===== src/rtl/lcd_write_ctrl_if.sv =====
// Receiver-buffer pop handshake plus the HD44780 8-bit write bus, bundled for the LCD write controller.
interface lcd_write_ctrl_if;
    logic       data_ready;
    logic [7:0] rx_data;
    logic       overrun_error;
    logic       data_read;
    logic       lcd_rs;
    logic       lcd_rw;
    logic       lcd_en;
    logic [7:0] lcd_data;
    logic       busy;

    modport master (
        input  data_ready, rx_data, overrun_error,
        output data_read, lcd_rs, lcd_rw, lcd_en, lcd_data, busy
    );

    modport slave (
        output data_ready, rx_data, overrun_error,
        input  data_read, lcd_rs, lcd_rw, lcd_en, lcd_data, busy
    );
endinterface


===== src/rtl/lcd_write_ctrl.sv =====
// Purpose: runs HD44780 init, then pops receiver bytes and writes them as chars with wrap/clear (LCD_CTRL_ERR_CHAR_EN adds '!' on overrun).
// Latency: data_ready in IDLE cycle N -> data_read N+1, lcd_en N+3..N+2+EN_CYCLES, idle after hold.
// Backpressure: data_ready is sampled only in IDLE; bytes wait in the receiver buffer while busy.
module lcd_write_ctrl #(
    parameter int unsigned POWERUP_CYCLES = 40000,
    parameter int unsigned EN_CYCLES      = 8,
    parameter int unsigned CMD_CYCLES     = 400,
    parameter int unsigned CLEAR_CYCLES   = 16000,
    parameter int unsigned COLS           = 16
) (
    input  logic             clk,
    input  logic             n_rst,
    lcd_write_ctrl_if.master bus
);

    localparam int unsigned MAX_A   = (POWERUP_CYCLES > CLEAR_CYCLES) ? POWERUP_CYCLES : CLEAR_CYCLES;
    localparam int unsigned MAX_B   = (EN_CYCLES > CMD_CYCLES) ? EN_CYCLES : CMD_CYCLES;
    localparam int unsigned CNT_MAX = (MAX_A > MAX_B) ? MAX_A : MAX_B;
    localparam int          CNT_W   = $clog2(CNT_MAX) + 1;
    localparam int          COL_W   = $clog2(COLS) + 1;

    typedef enum logic [2:0] {
        POWER_WAIT,
        INIT_LOAD,
        IDLE,
        ACCEPT,
        SETUP,
        PULSE,
        HOLD,
        WRAP_LOAD
    } state_t;

    // What the transfer engine returns to once HOLD expires.
    typedef enum logic [1:0] {
        XF_INIT,
        XF_CHAR,
        XF_CMD
    } xfer_t;

    state_t           state_q, state_d;
    xfer_t            xfer_q, xfer_d;
    logic [CNT_W-1:0] cnt_q, cnt_d;
    logic [1:0]       idx_q, idx_d;
    logic [COL_W-1:0] col_q, col_d;
    logic             line_q, line_d;
    logic             rs_q, rs_d;
    logic [7:0]       dat_q, dat_d;
    logic [CNT_W-1:0] hold_last;
    logic             err_pend;

    function automatic logic [7:0] init_cmd(input logic [1:0] i);
        case (i)
            2'd0:    init_cmd = 8'h38;
            2'd1:    init_cmd = 8'h0C;
            2'd2:    init_cmd = 8'h01;
            default: init_cmd = 8'h06;
        endcase
    endfunction

`ifdef LCD_CTRL_ERR_CHAR_EN
    logic ovr_q;
    logic pend_q;
    logic err_take;

    // Clearing and a fresh edge can coincide; the edge wins so it is never dropped.
    assign err_take = (state_q == IDLE) && pend_q;
    assign err_pend = pend_q;

    always_ff @(posedge clk or negedge n_rst) begin
        if (!n_rst) begin
            ovr_q  <= 1'b0;
            pend_q <= 1'b0;
        end else begin
            ovr_q  <= bus.overrun_error;
            pend_q <= (pend_q && !err_take) || (bus.overrun_error && !ovr_q);
        end
    end
`else
    logic unused_overrun;
    assign unused_overrun = bus.overrun_error;
    assign err_pend       = 1'b0;
`endif

    always_ff @(posedge clk or negedge n_rst) begin
        if (!n_rst) begin
            state_q <= POWER_WAIT;
            xfer_q  <= XF_INIT;
            cnt_q   <= '0;
            idx_q   <= '0;
            col_q   <= '0;
            line_q  <= 1'b0;
            rs_q    <= 1'b0;
            dat_q   <= 8'h00;
        end else begin
            state_q <= state_d;
            xfer_q  <= xfer_d;
            cnt_q   <= cnt_d;
            idx_q   <= idx_d;
            col_q   <= col_d;
            line_q  <= line_d;
            rs_q    <= rs_d;
            dat_q   <= dat_d;
        end
    end

    assign hold_last = (!rs_q && dat_q == 8'h01) ? CNT_W'(CLEAR_CYCLES - 1) : CNT_W'(CMD_CYCLES - 1);

    always_comb begin
        state_d = state_q;
        xfer_d  = xfer_q;
        cnt_d   = cnt_q;
        idx_d   = idx_q;
        col_d   = col_q;
        line_d  = line_q;
        rs_d    = rs_q;
        dat_d   = dat_q;

        case (state_q)
            POWER_WAIT: begin
                if (cnt_q == CNT_W'(POWERUP_CYCLES - 1)) begin
                    cnt_d   = '0;
                    state_d = INIT_LOAD;
                end else begin
                    cnt_d = cnt_q + CNT_W'(1);
                end
            end
            INIT_LOAD: begin
                rs_d    = 1'b0;
                dat_d   = init_cmd(idx_q);
                xfer_d  = XF_INIT;
                state_d = SETUP;
            end
            IDLE: begin
                if (err_pend) begin
                    rs_d    = 1'b1;
                    dat_d   = 8'h21;
                    xfer_d  = XF_CHAR;
                    state_d = SETUP;
                end else if (bus.data_ready) begin
                    state_d = ACCEPT;
                end
            end
            ACCEPT: begin
                // Form-feed becomes clear-display; the cursor homes along with DDRAM.
                if (bus.rx_data == 8'h0C) begin
                    rs_d   = 1'b0;
                    dat_d  = 8'h01;
                    xfer_d = XF_CMD;
                    col_d  = '0;
                    line_d = 1'b0;
                end else begin
                    rs_d   = 1'b1;
                    dat_d  = bus.rx_data;
                    xfer_d = XF_CHAR;
                end
                state_d = SETUP;
            end
            SETUP: begin
                cnt_d   = '0;
                state_d = PULSE;
            end
            PULSE: begin
                if (cnt_q == CNT_W'(EN_CYCLES - 1)) begin
                    cnt_d   = '0;
                    state_d = HOLD;
                end else begin
                    cnt_d = cnt_q + CNT_W'(1);
                end
            end
            HOLD: begin
                if (cnt_q == hold_last) begin
                    cnt_d = '0;
                    case (xfer_q)
                        XF_INIT: begin
                            if (idx_q == 2'd3) begin
                                state_d = IDLE;
                            end else begin
                                idx_d   = idx_q + 2'd1;
                                state_d = INIT_LOAD;
                            end
                        end
                        XF_CHAR: begin
                            if (col_q == COL_W'(COLS - 1)) begin
                                col_d   = '0;
                                line_d  = !line_q;
                                state_d = WRAP_LOAD;
                            end else begin
                                col_d   = col_q + COL_W'(1);
                                state_d = IDLE;
                            end
                        end
                        default: state_d = IDLE;
                    endcase
                end else begin
                    cnt_d = cnt_q + CNT_W'(1);
                end
            end
            WRAP_LOAD: begin
                // line_q already holds the line being moved to.
                rs_d    = 1'b0;
                dat_d   = line_q ? 8'hC0 : 8'h80;
                xfer_d  = XF_CMD;
                state_d = SETUP;
            end
            default: state_d = POWER_WAIT;
        endcase
    end

    assign bus.data_read = (state_q == ACCEPT);
    assign bus.lcd_en    = (state_q == PULSE);
    assign bus.busy      = (state_q != IDLE);
    assign bus.lcd_rs    = rs_q;
    assign bus.lcd_data  = dat_q;
    assign bus.lcd_rw    = 1'b0;

endmodule

===== src/flat_wrapper.sv =====
// flat-port wrapper written by rule: the top's interface ports become plain ports
module lcd_write_ctrl_flat 
#(
    parameter int unsigned POWERUP_CYCLES = 40000,
    parameter int unsigned EN_CYCLES      = 8,
    parameter int unsigned CMD_CYCLES     = 400,
    parameter int unsigned CLEAR_CYCLES   = 16000,
    parameter int unsigned COLS           = 16
)
  (clk, n_rst, bus_data_ready, bus_rx_data, bus_overrun_error, bus_data_read, bus_lcd_rs, bus_lcd_rw, bus_lcd_en, bus_lcd_data, bus_busy);
  lcd_write_ctrl_if bus_i ();
  input  logic clk;
  input  logic n_rst;
  input wire logic [$bits(bus_i.data_ready)-1:0] bus_data_ready;
  input wire logic [$bits(bus_i.rx_data)-1:0] bus_rx_data;
  input wire logic [$bits(bus_i.overrun_error)-1:0] bus_overrun_error;
  output wire logic [$bits(bus_i.data_read)-1:0] bus_data_read;
  output wire logic [$bits(bus_i.lcd_rs)-1:0] bus_lcd_rs;
  output wire logic [$bits(bus_i.lcd_rw)-1:0] bus_lcd_rw;
  output wire logic [$bits(bus_i.lcd_en)-1:0] bus_lcd_en;
  output wire logic [$bits(bus_i.lcd_data)-1:0] bus_lcd_data;
  output wire logic [$bits(bus_i.busy)-1:0] bus_busy;
  assign bus_i.data_ready = bus_data_ready;
  assign bus_i.rx_data = bus_rx_data;
  assign bus_i.overrun_error = bus_overrun_error;
  assign bus_data_read = bus_i.data_read;
  assign bus_lcd_rs = bus_i.lcd_rs;
  assign bus_lcd_rw = bus_i.lcd_rw;
  assign bus_lcd_en = bus_i.lcd_en;
  assign bus_lcd_data = bus_i.lcd_data;
  assign bus_busy = bus_i.busy;
  lcd_write_ctrl #(.POWERUP_CYCLES(POWERUP_CYCLES), .EN_CYCLES(EN_CYCLES), .CMD_CYCLES(CMD_CYCLES), .CLEAR_CYCLES(CLEAR_CYCLES), .COLS(COLS)) u_core (.clk(clk), .n_rst(n_rst), .bus(bus_i));
endmodule

===== config.mk =====
export PLATFORM = sky130hd
export DESIGN_NAME = lcd_write_ctrl_flat
export DESIGN_NICKNAME = d
export VERILOG_FILES = /design/src/rtl/lcd_write_ctrl_if.sv /design/src/rtl/lcd_write_ctrl.sv /design/src/flat_wrapper.sv
export SDC_FILE = /design/constraint.sdc
export NUM_CORES = 1
export LEC_CHECK = 0
export ABC_AREA = 1
export CAP_MARGIN = 25
export CORE_MARGIN = 4
export CORE_UTILIZATION = 56
export DETAILED_ROUTE_END_ITERATION = 6
export GPL_TIMING_DRIVEN = 0
export PLACE_DENSITY = 0.83
export REMOVE_ABC_BUFFERS = 1
export SLEW_MARGIN = 30
export SYNTH_ARGS = -nofsm -noshare
export SYNTH_HDL_FRONTEND = slang
export SYNTH_SLANG_ARGS = --single-unit

===== constraint.sdc =====
create_clock -name clk -period 2.35 [get_ports clk]
set_clock_uncertainty 0.2 [all_clocks]
set_input_delay 0.705 -clock clk [delete_from_list [all_inputs] [get_ports clk]]
set_output_delay 0.705 -clock clk [all_outputs]
set_load 0.005 [all_outputs]

==> metrics.txt <==
largest net degree at the start of global routing=25; Max Slew Vio Count=0; # diodes=0; CTS tree=done; hold crit path type=in2async; row count=23; Netlist cell types=34; yosys warns=0; slowest CP cell=dfrtp_1; first-pass GRT wire length=9490 µm; Max rail drop VDD=slightly above 0.0006 V; DRT iter0 DRCs=between 100 and 150; vias in the first global route=between 2,000 and 2,500; drc violations=0; critical path data required time=roughly 1.4 ns; # setup viols final=0; Die X-Extent=72.4 µm; WL met2=~2700 µm; total length of routed met3 wires=346 µm; Setup crit end kind=output port; Place WS=-0.179 ns; min cycle time layout=2.26 ns; total CTS buffers=5; area of placed instances=~2600 µm²; fillers=between 300 and 400; # H-tree levels=2; Cell Count, Final, Fillers Out=398; Hold Violations, Final=0; fin area=between 2000 and 3000 µm²; critical path fanouts, max=4; fin util=0.691; Final WS setup=between 0.08 and 0.09 ns; Max-Cap Viols=0; arrival time worst endpoint=between 1 and 1.5 ns; DRT Pass-1 Iters=6; async set or reset register ratio after synthesis=1.00; Area growth syn-to-layout=19.0%; initial antenna violation count=0; dpl hpwl=4190 µm; Commonest cells post-synth=nand2_1, nor2_1, dfrtp_1; overall routed net length=between 5000 and 6000 µm; CTS clk-pin slew, worst paths=0.08 ns; part of the Yosys area used for sequential elements=0.420; Crit path depth=4; CP delay by family, top=flip-flops; top-area cell type share of the netlist area=0.420; PwrDens=~950 nW/µm²; wire length on met1=2390 µm; clk sinks=39; top_reg_cell synth=dfrtp_1; TNS Setup=0 ns; crit start category=flip-flop; CTS root buffer=clkbuf_8; Vias/cell=5.53; flops & latches, synth=39; core footprint=4000 µm²; GRT Total Usage=0.232; Via Count=approximately 2,200; Final ANT Viol Nets=0; Initial Util=0.580; clock latency at the later pin of the worst-skew pair=0.30 ns; # hold bufs at CTS=0; Syn Area/Cell=between 7 and 8 µm²; Port Buffers=22; Max clock buf depth=2; placed cell count=386; gpl congestion=0.925; Buf+Inv Stages, Crit Path=2; run status=finished, final reports clean; synthesized instance count=between 300 and 400; GRT overflow=0; top layer in use=met4; largest area contributor in the netlist=dfrtp_1; Max stage delay on crit path=around 0.44 ns; RSZ-0062 raised after global routing=false; Synth area leaders=dfrtp_1, nand2_1, nor2_1; share of layout cells above drive strength 1=0.124; Crit Path Class=reg2out; Leakage Power=about 0.0013 µW; DIE AREA=~5200 µm²; top-count cell post-synth=nand2_1; FF-to-FF path depth=10; I/O pins=25; crit-path cells=buf_4 -> nor2_4 -> nand2_2 -> dlygate4sd2_1; fmax=0.442 GHz; Post-synth EDFFs=0; die height=roughly 72 µm; synthesized area=approximately 2300 µm²; nets@finish=~370; Final Cycle Share=0.962; detailed-route wire length per cell=about 14 µm
-- final cells by class --
| cell class | count | area, µm² | area share |
|---|---|---|---|
| Tap cell | 50 | 62.6 | 0.0226 |
| Sequential cell | 39 | 978 | 0.354 |
| Clock buffer | 6 | 82.6 | 0.0299 |
| Timing Repair Buffer | 28 | 269 | 0.0974 |
| Inverter | 40 | 151 | 0.0548 |
| Clock inverter | 1 | 5.00 | 0.00181 |
| Multi-Input combinational cell | 234 | 1210 | 0.439 |
-- stage by stage --
step	hold slack, ns	total power [µW]
after global placement	0.277	2050
after detailed placement	0.278	2090
final	0.115	2640
after floorplan	0.209	1660
after global routing	0.147	2840
after CTS	0.128	2620
-- power breakdown --
part           internal, µW  switching, µW  leakage [µW]
sequential              840            140      0.000511
clock                   230            229     0.0000470
combinational           458            737      0.000707
total                  1530           1110       0.00126
-- layer usage --
metal,track usage,vias up
met1,0.295,1029
li1,-,1093
met4,0.0799,0
met2,0.390,70
met3,0.0512,10
met5,0,-
-- what timing repair did --
action                     4_1_cts  5_1_grt
cloned                           0        0
setup endpoints to repair        3        2
gates resized for setup         10        3
buffers inserted                 4        1
pin swaps                        3        4
-- sequential cells by signal (all words and copies together) (netlist names) --
register and count:
u_core.state_q 3, u_core.line_q 1, u_core.xfer_q 2, u_core.bus.lcd_rs 1, u_core.col_q 5, u_core.idx_q 2
u_core.cnt_q 17, u_core.bus.lcd_data 8
-- worst paths after layout --
kind	start	to	slack (ns)
setup / recovery	u_core.state_q[0]	bus_busy	0.09
hold / removal	n_rst	u_core.bus.lcd_data[4]	0.11
setup reg to reg	u_core.cnt_q[0]	u_core.cnt_q[3]	0.21
hold reg to reg	u_core.line_q	u_core.line_q	0.30
max in group asynchronous	n_rst	u_core.state_q[1]	1.36
min in group clk	u_core.line_q	u_core.line_q	0.30
-- cells in the final DEF (no fill, tap or decap), drive strengths merged, types with 2 or more instances in the layout --
cell,n
nand2,70
nor2,50
dfrtp,39
inv,39
nand3,30
o21ai,24
a21oi,18
clkdlybuf4s50,18
xor2,8
nor3,7
buf,7
ha,6
clkbuf,6
nand4,4
a31oi,3
dlygate4sd2,3
clkinv,2
o22ai,2
xnor2,2
or2,2
-- kinds of logic after synthesis --
group / count (synthesis) / synth area share
simple gates: 165 / 0.316
compound gates: 52 / 0.121
buf+inv: 42 / 0.0701
flops: 39 / 0.420
xor+xnor: 10 / 0.0377
fa+ha+maj: 6 / 0.0323
other cells: 1 / 0.00162
Note: power is estimated with default switching activity, not from simulation.
